===== config.mk =====
export PLATFORM = sky130hd
export DESIGN_NAME = axis_decimator
export DESIGN_NICKNAME = d
export VERILOG_FILES = /design/src/rtl/axis_decimator.sv
export SDC_FILE = /design/constraint.sdc
export NUM_CORES = 1
export LEC_CHECK = 0
export CAP_MARGIN = 20
export CORE_ASPECT_RATIO = 0.75
export CORE_MARGIN = 2
export CORE_UTILIZATION = 55
export CTS_CLUSTER_SIZE = 10
export DETAILED_ROUTE_END_ITERATION = 16
export GPL_ROUTABILITY_DRIVEN = 0
export PLACE_DENSITY = 0.84
export SLEW_MARGIN = 10
export SYNTH_ARGS = -nofsm -noshare
export SYNTH_HDL_FRONTEND = slang
export SYNTH_SLANG_ARGS = --single-unit

===== constraint.sdc =====
create_clock -name aclk -period 6.19 [get_ports aclk]
set_input_delay 1.238 -clock aclk [delete_from_list [all_inputs] [get_ports aclk]]
set_output_delay 1.238 -clock aclk [all_outputs]
set_load 0.01 [all_outputs]

===== src/rtl/axis_decimator.sv =====
`timescale 1ns/1ps
// -----------------------------------------------------------------------------
// axis_decimator
//
// Decimate-by-DECIM stage placed after the low-pass FIR of the CSI extractor.
// One of every DECIM accepted input samples is kept. Kept samples are
// width-converted to the output width and tagged with tlast every FRAME_LEN
// outputs so the next stage receives FFT-sized frames. A 2-entry output
// buffer absorbs downstream backpressure.
//
// Parameters
//   C_S_AXIS_TDATA_WIDTH  input sample width (signed)
//   C_M_AXIS_TDATA_WIDTH  output sample width (signed)
//   DECIM                 decimation ratio, >= 1 (1 passes every sample)
//   FRAME_LEN             output samples per frame, >= 1
//
// Ports
//   aclk                clock, all logic on its rising edge
//   areset              synchronous reset, active-high
//   s_axis_data_tvalid  input sample valid
//   s_axis_data_tdata   signed input sample
//   s_axis_data_tready  input ready (registered state plus phase_sync)
//   phase_sync          sampled on an input handshake; realigns phase/frame
//   m_axis_data_tready  downstream ready
//   m_axis_data_tvalid  output valid (buffer not empty)
//   m_axis_data_tdata   signed decimated sample (buffer head)
//   m_axis_data_tlast   last sample of a frame (buffer head)
//   sat_flag            sticky, a kept sample was clipped since reset
// -----------------------------------------------------------------------------
module axis_decimator #(
  parameter int C_S_AXIS_TDATA_WIDTH = 16,
  parameter int C_M_AXIS_TDATA_WIDTH = 16,
  parameter int DECIM                = 6,
  parameter int FRAME_LEN            = 64
) (
  input  logic                            aclk,
  input  logic                            areset,
  input  logic                            s_axis_data_tvalid,
  input  logic [C_S_AXIS_TDATA_WIDTH-1:0] s_axis_data_tdata,
  output logic                            s_axis_data_tready,
  input  logic                            phase_sync,
  input  logic                            m_axis_data_tready,
  output logic                            m_axis_data_tvalid,
  output logic [C_M_AXIS_TDATA_WIDTH-1:0] m_axis_data_tdata,
  output logic                            m_axis_data_tlast,
  output logic                            sat_flag
);

  localparam int SW = C_S_AXIS_TDATA_WIDTH;
  localparam int MW = C_M_AXIS_TDATA_WIDTH;
  localparam int PW = (DECIM > 1) ? $clog2(DECIM) : 1;
  localparam int FW = (FRAME_LEN > 1) ? $clog2(FRAME_LEN) : 1;

  localparam logic [PW-1:0] PHASE_ZERO = {PW{1'b0}};
  localparam logic [PW-1:0] PHASE_LAST = PW'(DECIM - 1);
  // After a sync beat the next sample is phase 1, except when every sample is kept.
  localparam logic [PW-1:0] PHASE_AFTER_SYNC = (DECIM == 1) ? {PW{1'b0}} : PW'(1);
  localparam logic [FW-1:0] FRAME_ZERO = {FW{1'b0}};
  localparam logic [FW-1:0] FRAME_LAST = FW'(FRAME_LEN - 1);

  // ---------------------------------------------------------------------------
  // State
  // ---------------------------------------------------------------------------
  logic          areset_q_r;
  logic [PW-1:0] phase_r;
  logic [FW-1:0] frame_r;
  logic [1:0]    occ_r;
  logic [MW-1:0] head_data_r;
  logic          head_last_r;
  logic [MW-1:0] tail_data_r;
  logic          tail_last_r;
  logic          sat_r;

  // ---------------------------------------------------------------------------
  // Combinational signals
  // ---------------------------------------------------------------------------
  logic          ready_s;
  logic          acc_s;
  logic          keep_s;
  logic          push_s;
  logic          pop_s;
  logic [PW-1:0] phase_nxt_s;
  logic [FW-1:0] frame_idx_s;
  logic          last_s;
  logic [FW-1:0] frame_nxt_s;
  logic [MW-1:0] conv_data_s;
  logic          conv_sat_s;
  logic [1:0]    occ_nxt_s;
  logic [MW-1:0] head_data_nxt_s;
  logic          head_last_nxt_s;
  logic [MW-1:0] tail_data_nxt_s;
  logic          tail_last_nxt_s;
  logic          sat_nxt_s;

  // Delayed reset copy; keeps tready low for one cycle after reset release.
  always_ff @(posedge aclk) begin
    areset_q_r <= areset;
  end

  // Input ready. Discarded beats (phase != 0) are never stalled while the
  // buffer is full, but a sync beat would be kept, so it must wait then.
  always_comb begin
    if (areset_q_r) begin
      ready_s = 1'b0;
    end else if (occ_r != 2'd2) begin
      ready_s = 1'b1;
    end else if ((phase_r != PHASE_ZERO) && !phase_sync) begin
      ready_s = 1'b1;
    end else begin
      ready_s = 1'b0;
    end
  end

  // Handshakes and the keep decision.
  always_comb begin
    acc_s  = s_axis_data_tvalid && ready_s;
    keep_s = (phase_r == PHASE_ZERO) || phase_sync;
    push_s = acc_s && keep_s;
    pop_s  = (occ_r != 2'd0) && m_axis_data_tready;
  end

  // Decimation phase: sync restarts the count with this beat as phase 0.
  always_comb begin
    phase_nxt_s = phase_r;
    if (!acc_s) begin
      phase_nxt_s = phase_r;
    end else if (phase_sync) begin
      phase_nxt_s = PHASE_AFTER_SYNC;
    end else if (phase_r == PHASE_LAST) begin
      phase_nxt_s = PHASE_ZERO;
    end else begin
      phase_nxt_s = phase_r + PW'(1);
    end
  end

  // Frame position of the kept sample; sync forces index 0 for this beat.
  always_comb begin
    frame_idx_s = phase_sync ? FRAME_ZERO : frame_r;
    last_s      = (frame_idx_s == FRAME_LAST);
    frame_nxt_s = frame_r;
    if (!push_s) begin
      frame_nxt_s = frame_r;
    end else if (last_s) begin
      frame_nxt_s = FRAME_ZERO;
    end else begin
      frame_nxt_s = frame_idx_s + FW'(1);
    end
  end

  // Width conversion: sign-extend when widening, saturate when narrowing.
  if (MW >= SW) begin : g_extend
    // Widening (or equal width) cannot clip.
    always_comb begin
      conv_data_s = MW'($signed(s_axis_data_tdata));
      conv_sat_s  = 1'b0;
    end
  end else begin : g_saturate
    logic [SW-MW:0] top_s;
    // The sample fits iff the dropped bits and the new sign bit all agree.
    always_comb begin
      top_s = s_axis_data_tdata[SW-1:MW-1];
      if ((&top_s) || !(|top_s)) begin
        conv_data_s = s_axis_data_tdata[MW-1:0];
        conv_sat_s  = 1'b0;
      end else if (s_axis_data_tdata[SW-1]) begin
        conv_data_s = {1'b1, {(MW-1){1'b0}}};
        conv_sat_s  = 1'b1;
      end else begin
        conv_data_s = {1'b0, {(MW-1){1'b1}}};
        conv_sat_s  = 1'b1;
      end
    end
  end

  // Two-entry output buffer. The head register drives m_axis directly, so
  // it only changes on a pop or when a push lands in an empty buffer.
  always_comb begin
    occ_nxt_s       = occ_r;
    head_data_nxt_s = head_data_r;
    head_last_nxt_s = head_last_r;
    tail_data_nxt_s = tail_data_r;
    tail_last_nxt_s = tail_last_r;
    case ({push_s, pop_s})
      2'b01: begin
        if (occ_r == 2'd2) begin
          head_data_nxt_s = tail_data_r;
          head_last_nxt_s = tail_last_r;
          occ_nxt_s       = 2'd1;
        end else begin
          occ_nxt_s = 2'd0;
        end
      end
      2'b10: begin
        if (occ_r == 2'd0) begin
          head_data_nxt_s = conv_data_s;
          head_last_nxt_s = last_s;
          occ_nxt_s       = 2'd1;
        end else if (occ_r == 2'd1) begin
          tail_data_nxt_s = conv_data_s;
          tail_last_nxt_s = last_s;
          occ_nxt_s       = 2'd2;
        end else begin
          // Full: ready is held low whenever a kept beat could arrive here.
          occ_nxt_s = occ_r;
        end
      end
      2'b11: begin
        // Pop first, then push; entry order is preserved.
        if (occ_r == 2'd2) begin
          head_data_nxt_s = tail_data_r;
          head_last_nxt_s = tail_last_r;
          tail_data_nxt_s = conv_data_s;
          tail_last_nxt_s = last_s;
          occ_nxt_s       = 2'd2;
        end else begin
          head_data_nxt_s = conv_data_s;
          head_last_nxt_s = last_s;
          occ_nxt_s       = 2'd1;
        end
      end
      default: begin
        occ_nxt_s = occ_r;
      end
    endcase
  end

  // Sticky saturation flag, set by any clipped kept sample.
  always_comb begin
    sat_nxt_s = sat_r | (push_s & conv_sat_s);
  end

  // Datapath and control registers with synchronous reset.
  always_ff @(posedge aclk) begin
    if (areset) begin
      phase_r     <= PHASE_ZERO;
      frame_r     <= FRAME_ZERO;
      occ_r       <= 2'd0;
      head_data_r <= {MW{1'b0}};
      head_last_r <= 1'b0;
      tail_data_r <= {MW{1'b0}};
      tail_last_r <= 1'b0;
      sat_r       <= 1'b0;
    end else begin
      phase_r     <= phase_nxt_s;
      frame_r     <= frame_nxt_s;
      occ_r       <= occ_nxt_s;
      head_data_r <= head_data_nxt_s;
      head_last_r <= head_last_nxt_s;
      tail_data_r <= tail_data_nxt_s;
      tail_last_r <= tail_last_nxt_s;
      sat_r       <= sat_nxt_s;
    end
  end

  assign s_axis_data_tready = ready_s;
  assign m_axis_data_tvalid = (occ_r != 2'd0);
  assign m_axis_data_tdata  = head_data_r;
  assign m_axis_data_tlast  = head_last_r;
  assign sat_flag           = sat_r;

endmodule


Word-level counts from Yosys, hierarchy flattened
Index checks and enable logic that the tools add are counted.
{ "classes": {"n_addsub": 2, "mul": 0, "div_mod_pow": 0, "order_cmp": 0, "eq_ne": 14, "n_shift": 0, "n_mux": 28, "bitwise_logic": 0, "reduce_logical": 15} }
{ "ops": {"columns": ["op", "count"], "rows": [
  ["16-bit 2-to-1 mux", 6],
  ["16-bit one-hot mux with 3 select lines", 1],
  ["16-bit one-hot mux with 2 select lines", 1],
  ["6-bit 2-to-1 mux", 2],
  ["2-bit != test, second input constant", 6],
  ["1-bit 2-to-1 mux", 10],
  ["6-bit by 1-bit adder with 6-bit output, second input constant", 1],
  ["2-bit == test, second input constant", 3],
  ["6-bit == test, second input constant", 1],
  ["2-bit 2-to-1 mux", 3],
  ["3-bit 2-to-1 mux", 2],
  ["2-bit one-hot mux with 3 select lines", 1],
  ["3-bit nonzero test", 2],
  ["2-bit by 1-bit == test with 1-bit output, second input constant", 2],
  ["1-bit logical AND", 4],
  ["4-bit AND reduction", 1],
  ["2-bit nonzero test", 2],
  ["3-bit by 1-bit adder with 3-bit output, second input constant", 1],
  ["3-bit == test, second input constant", 1],
  ["3-bit zero test", 1],
  ["3-bit != test, second input constant", 1],
  ["1-bit one-hot mux with 3 select lines", 1],
  ["3-bit AND reduction", 1],
  ["2-bit zero test", 1],
  ["4 further kinds", 4]
]} }
{ "word_totals": {"register_bits": 46, "latch_bits": 0, "mem_bits_rw": 0, "mem_bits_ro": 0, "in_bits": 21, "output_inout_bits": 20, "wordCells": 67, "mem_count": 0} }

Longest topological paths before layout
{ "logic_depth": {"ltp_word": 10, "mapped_depth": 8, "mapped_depth_nobuf": 6} }

Worst setup path after synthesis
No wires, ideal clock.
{ "synth_timing": {"kind": "input -> output", "start": "input phase_sync", "end": "output s_axis_data_tready", "t_arrival_ns": 2.178, "required_time_ns": 4.952, "path_slack_ns": 2.774, "path_stages": 4, "n_path_buf": 2, "cell_sequence": "clkbuf_1 -> clkbuf_1 -> or2_2 -> a21oi_1"} }
{ "synth_via": {"elab_chain_len": 5} }
{ "synth_lines": {"columns": ["element", "line", "text"], "rows": [
  ["from (decl)", "41", "input logic phase_sync,"],
  ["1-bit zero test", "107", "end else if ((phase_r != PHASE_ZERO) && !phase_sync) begin"],
  ["1-bit logical AND", "107", null],
  ["1-bit 2-to-1 mux", "107", null],
  ["1-bit 2-to-1 mux", "105", "end else if (occ_r != 2'd2) begin"],
  ["1-bit 2-to-1 mux", "103", "if (areset_q_r) begin"],
  ["to (decl)", "40", "output logic s_axis_data_tready,"]
]} }
Every way passes these cells.

Worst setup path after layout
Ends and elaborated chain as after synthesis.

==> metrics.txt <==
Pwr Total=601 µW; die area=4440 µm²; clk sinks=46; CP Capture Type=output port; syn avg cell area=8.22 µm²; FF-to-FF setup slack=3.66 ns; Synth Area in Adders=0.00581; total number of vias=1911; RSZ-0062 raised after global routing=false; layout cells sized above 1=0.0764; initial antenna violation count=0; minimum clock period=4.39 ns; WS Path Type=input pin to output port; R2R depth=4; NumNets Final=310; Clk pin slew, worst setup/hold paths=0.08 ns; worst setup margin=1.80 ns; Final Cell Area=2590 µm²; DR vias/cell=5.62; pwr/cell area=232 nW/µm²; maximum VDD drop=0.123 mV; worst relative slew slack=0.384; Global Route met2 Usage=0.365; Synth-to-Final Area Change=20.3%; Setup WS pre-CTS=1.83 ns; io pins=41; first-pass GRT wire length=8.16 mm; R2R Path Start=areset_q_r$_DFF_P_; Yosys top cell area share=0.428; Initial Util=0.581; M1 GR Usage=0.310; Setup crit end=s_axis_data_tready; maximum number of pins on one net before global-route repair=49; XOR/XNOR share of the synthesized area=0; slowest CP cell=clkdlybuf4s50_1; Mapped Nets=284; Die W=76.3 µm; Synth Area in Simple Gates=0.263; Die Ht=58.2 µm; largest family of logic cells by synthesized area=simple AND/OR/NAND/NOR gates; clock skew=0.00465 ns; H-tree levels=2; Max clock buf depth=2; M3 GR Usage=0.0654; worst hold path type=flop to flop; leading post-synthesis cells by cell area=dfxtp_1 43%, nand2_1 12%, a311oi_2 6.3%; total track usage=0.231; Worst setup SP type=input pin; GR Overflow Total=0; DRC viols=0; Max-Cap Viols=0; Top Family by Delay on Critical Path=buffers and inverters; CP most frequent cell=clkdlybuf4s50_1; vias in the first global route=1748; slew at the pin with the worst max-slew slack=0.923 ns; root buf cell=clkbuf_8; hold_ws=0.457 ns; Synth Area in Compound Gates=0.237; Most Crowded Layer GR=met2; Setup TNS Final=0 ns; slowest cell delay on critical path=0.72 ns; critical hold path startpoint=tail_data_r[5]$_SDFFE_PP0P_; Max Slew Vio Count=0; crit-path max FO=20; number of diodes=0; period utilization=0.708; Worst Path Required=4.95 ns; Hold Vio Cnt, Final=0; Resized Gates After CTS=0; final setup fails=0; mux share of post-synthesis cell area=0.00988; synth unique cells=43; commonest non-fill, non-tap cell in the layout=nand2_1; WP data arrival=3.15 ns; Post-Place Cell Area=2510 µm²; total CTS buffers=5; core area=3710 µm²; ANT nets after route=0; routed length per instance=14.0 µm; DP HPWL=3.06 mm; ys flop type=dfxtp_1; Post-CTS Setup Bufs=0; Mapped Area=2150 µm²; FF-to-FF End=m_axis_data_tdata[6]$_SDFFE_PP0P_; DR pass1 iterations=4; CTS tree=done; Post-CTS Hold Buffers=0; #FFs+latches synth=46; ys async rst share=0; share of the yosys chip area belonging to registers=0.428; clock latency on the worst-skew pair=0.30 ns; CP startpoint=phase_sync; Critical path buffers and inverters=2; Iter 0 DRT Violations=124; Syn. warnings=0; DRT Wirelength=4.76 mm; outcome=finished, final reports clean; Leak=0.000872 µW; number of synthesized flops with an enable pin=0; Syn Inst Count=262; fmax=0.228 GHz; FP Rows=19; dominant cell type by area after synthesis=dfxtp_1; Worst path depth=4; most frequent cells in the layout=69 x nand2_1, 46 x dfxtp_1, 38 x clkdlybuf4s50_1, 25 x a21oi_1, 18 x nor3_1; crit-path cells=clkdlybuf4s50_1 -> or2_2 -> a21oi_1 -> clkdlybuf4s50_1; Buffers on Ports=39
-- worst reg2reg max path: cells and delay by family, from the launching register on --
| family | cells | cell delay [ns] |
|---|---|---|
| and+or+nand+nor | 2 | 1.18 |
| DFF | 1 | 0.35 |
| AOI/OAI and AO/OA | 2 | 0.84 |
-- per-stage QoR --
stage               instances   util
floorplan                 262      -
global placement          333  0.677
detailed placement        333  0.677
CTS                       340  0.698
global route              340  0.698
finish                    340  0.698
-- logic make-up (layout without fill, tap and decap cells) --
family	Yosys count	in the layout
AND/OR/NAND/NOR	121	121
AO/OA/AOI/OAI	66	66
flip-flops	46	46
buffers and inverters	25	51
multiplexers	2	2
adder cells (fa/ha/maj)	1	1
other	1	1
-- sequential cells by signal, indices dropped and copies added (netlist names) --
register	cells
tail_data_r	16
frame_r	6
phase_r	3
m_axis_data_tdata	16
occ_r	2
tail_last_r	1
m_axis_data_tlast	1
areset_q_r	1
-- cell usage after synthesis (2+ instances only) --
cell,count
clkbuf_1,14
buf_2,5
dfxtp_1,46
nor2b_1,8
or3_1,2
nor2_1,6
nor3_1,18
o211a_1,2
inv_1,3
buf_6,2
and3_1,2
nand2b_1,5
o311a_1,2
a311oi_1,7
a311oi_2,9
o21ai_0,7
nand2_1,69
a31oi_1,4
a21oi_1,25
and4b_1,3
-- worst min path at each step --
stage                                    to  slack [ns]  cells after the start
5_1_grt        tail_data_r[13]$_SDFFE_PP0P_        0.48                      2
4_1_cts         tail_data_r[4]$_SDFFE_PP0P_        0.46                      2
3_5_place_dp    tail_data_r[4]$_SDFFE_PP0P_        0.45                      2
3_3_place_gp    tail_data_r[4]$_SDFFE_PP0P_        0.44                      2
2_1_floorplan   tail_data_r[4]$_SDFFE_PP0P_        0.43                      2
6_report        tail_data_r[5]$_SDFFE_PP0P_        0.46                      2
-- final cells by class --
class	count	area [µm²]
clock buffer	5	68.8
fill	321	1120
tap	52	65.1
sequential	46	921
multi-input combinational	191	1110
inverter	3	11.3
clock inverter	2	10.0
timing repair buffer	41	400
-- report_power, final --
group | leakage, µW | internal [µW] | switching (µW)
registers | 0.000375 | 310 | 10.5
logic | 0.000453 | 53.1 | 54.2
clock network | 0.0000438 | 75.9 | 97.6
total | 0.000872 | 439 | 162
-- per-layer routing --
metal,share of wire,vias up
met5,0,-
met4,0.0088,0
met3,0.055,4
met2,0.45,56
met1,0.48,879
li1,-,972
Power figures use the tool's default switching activity.
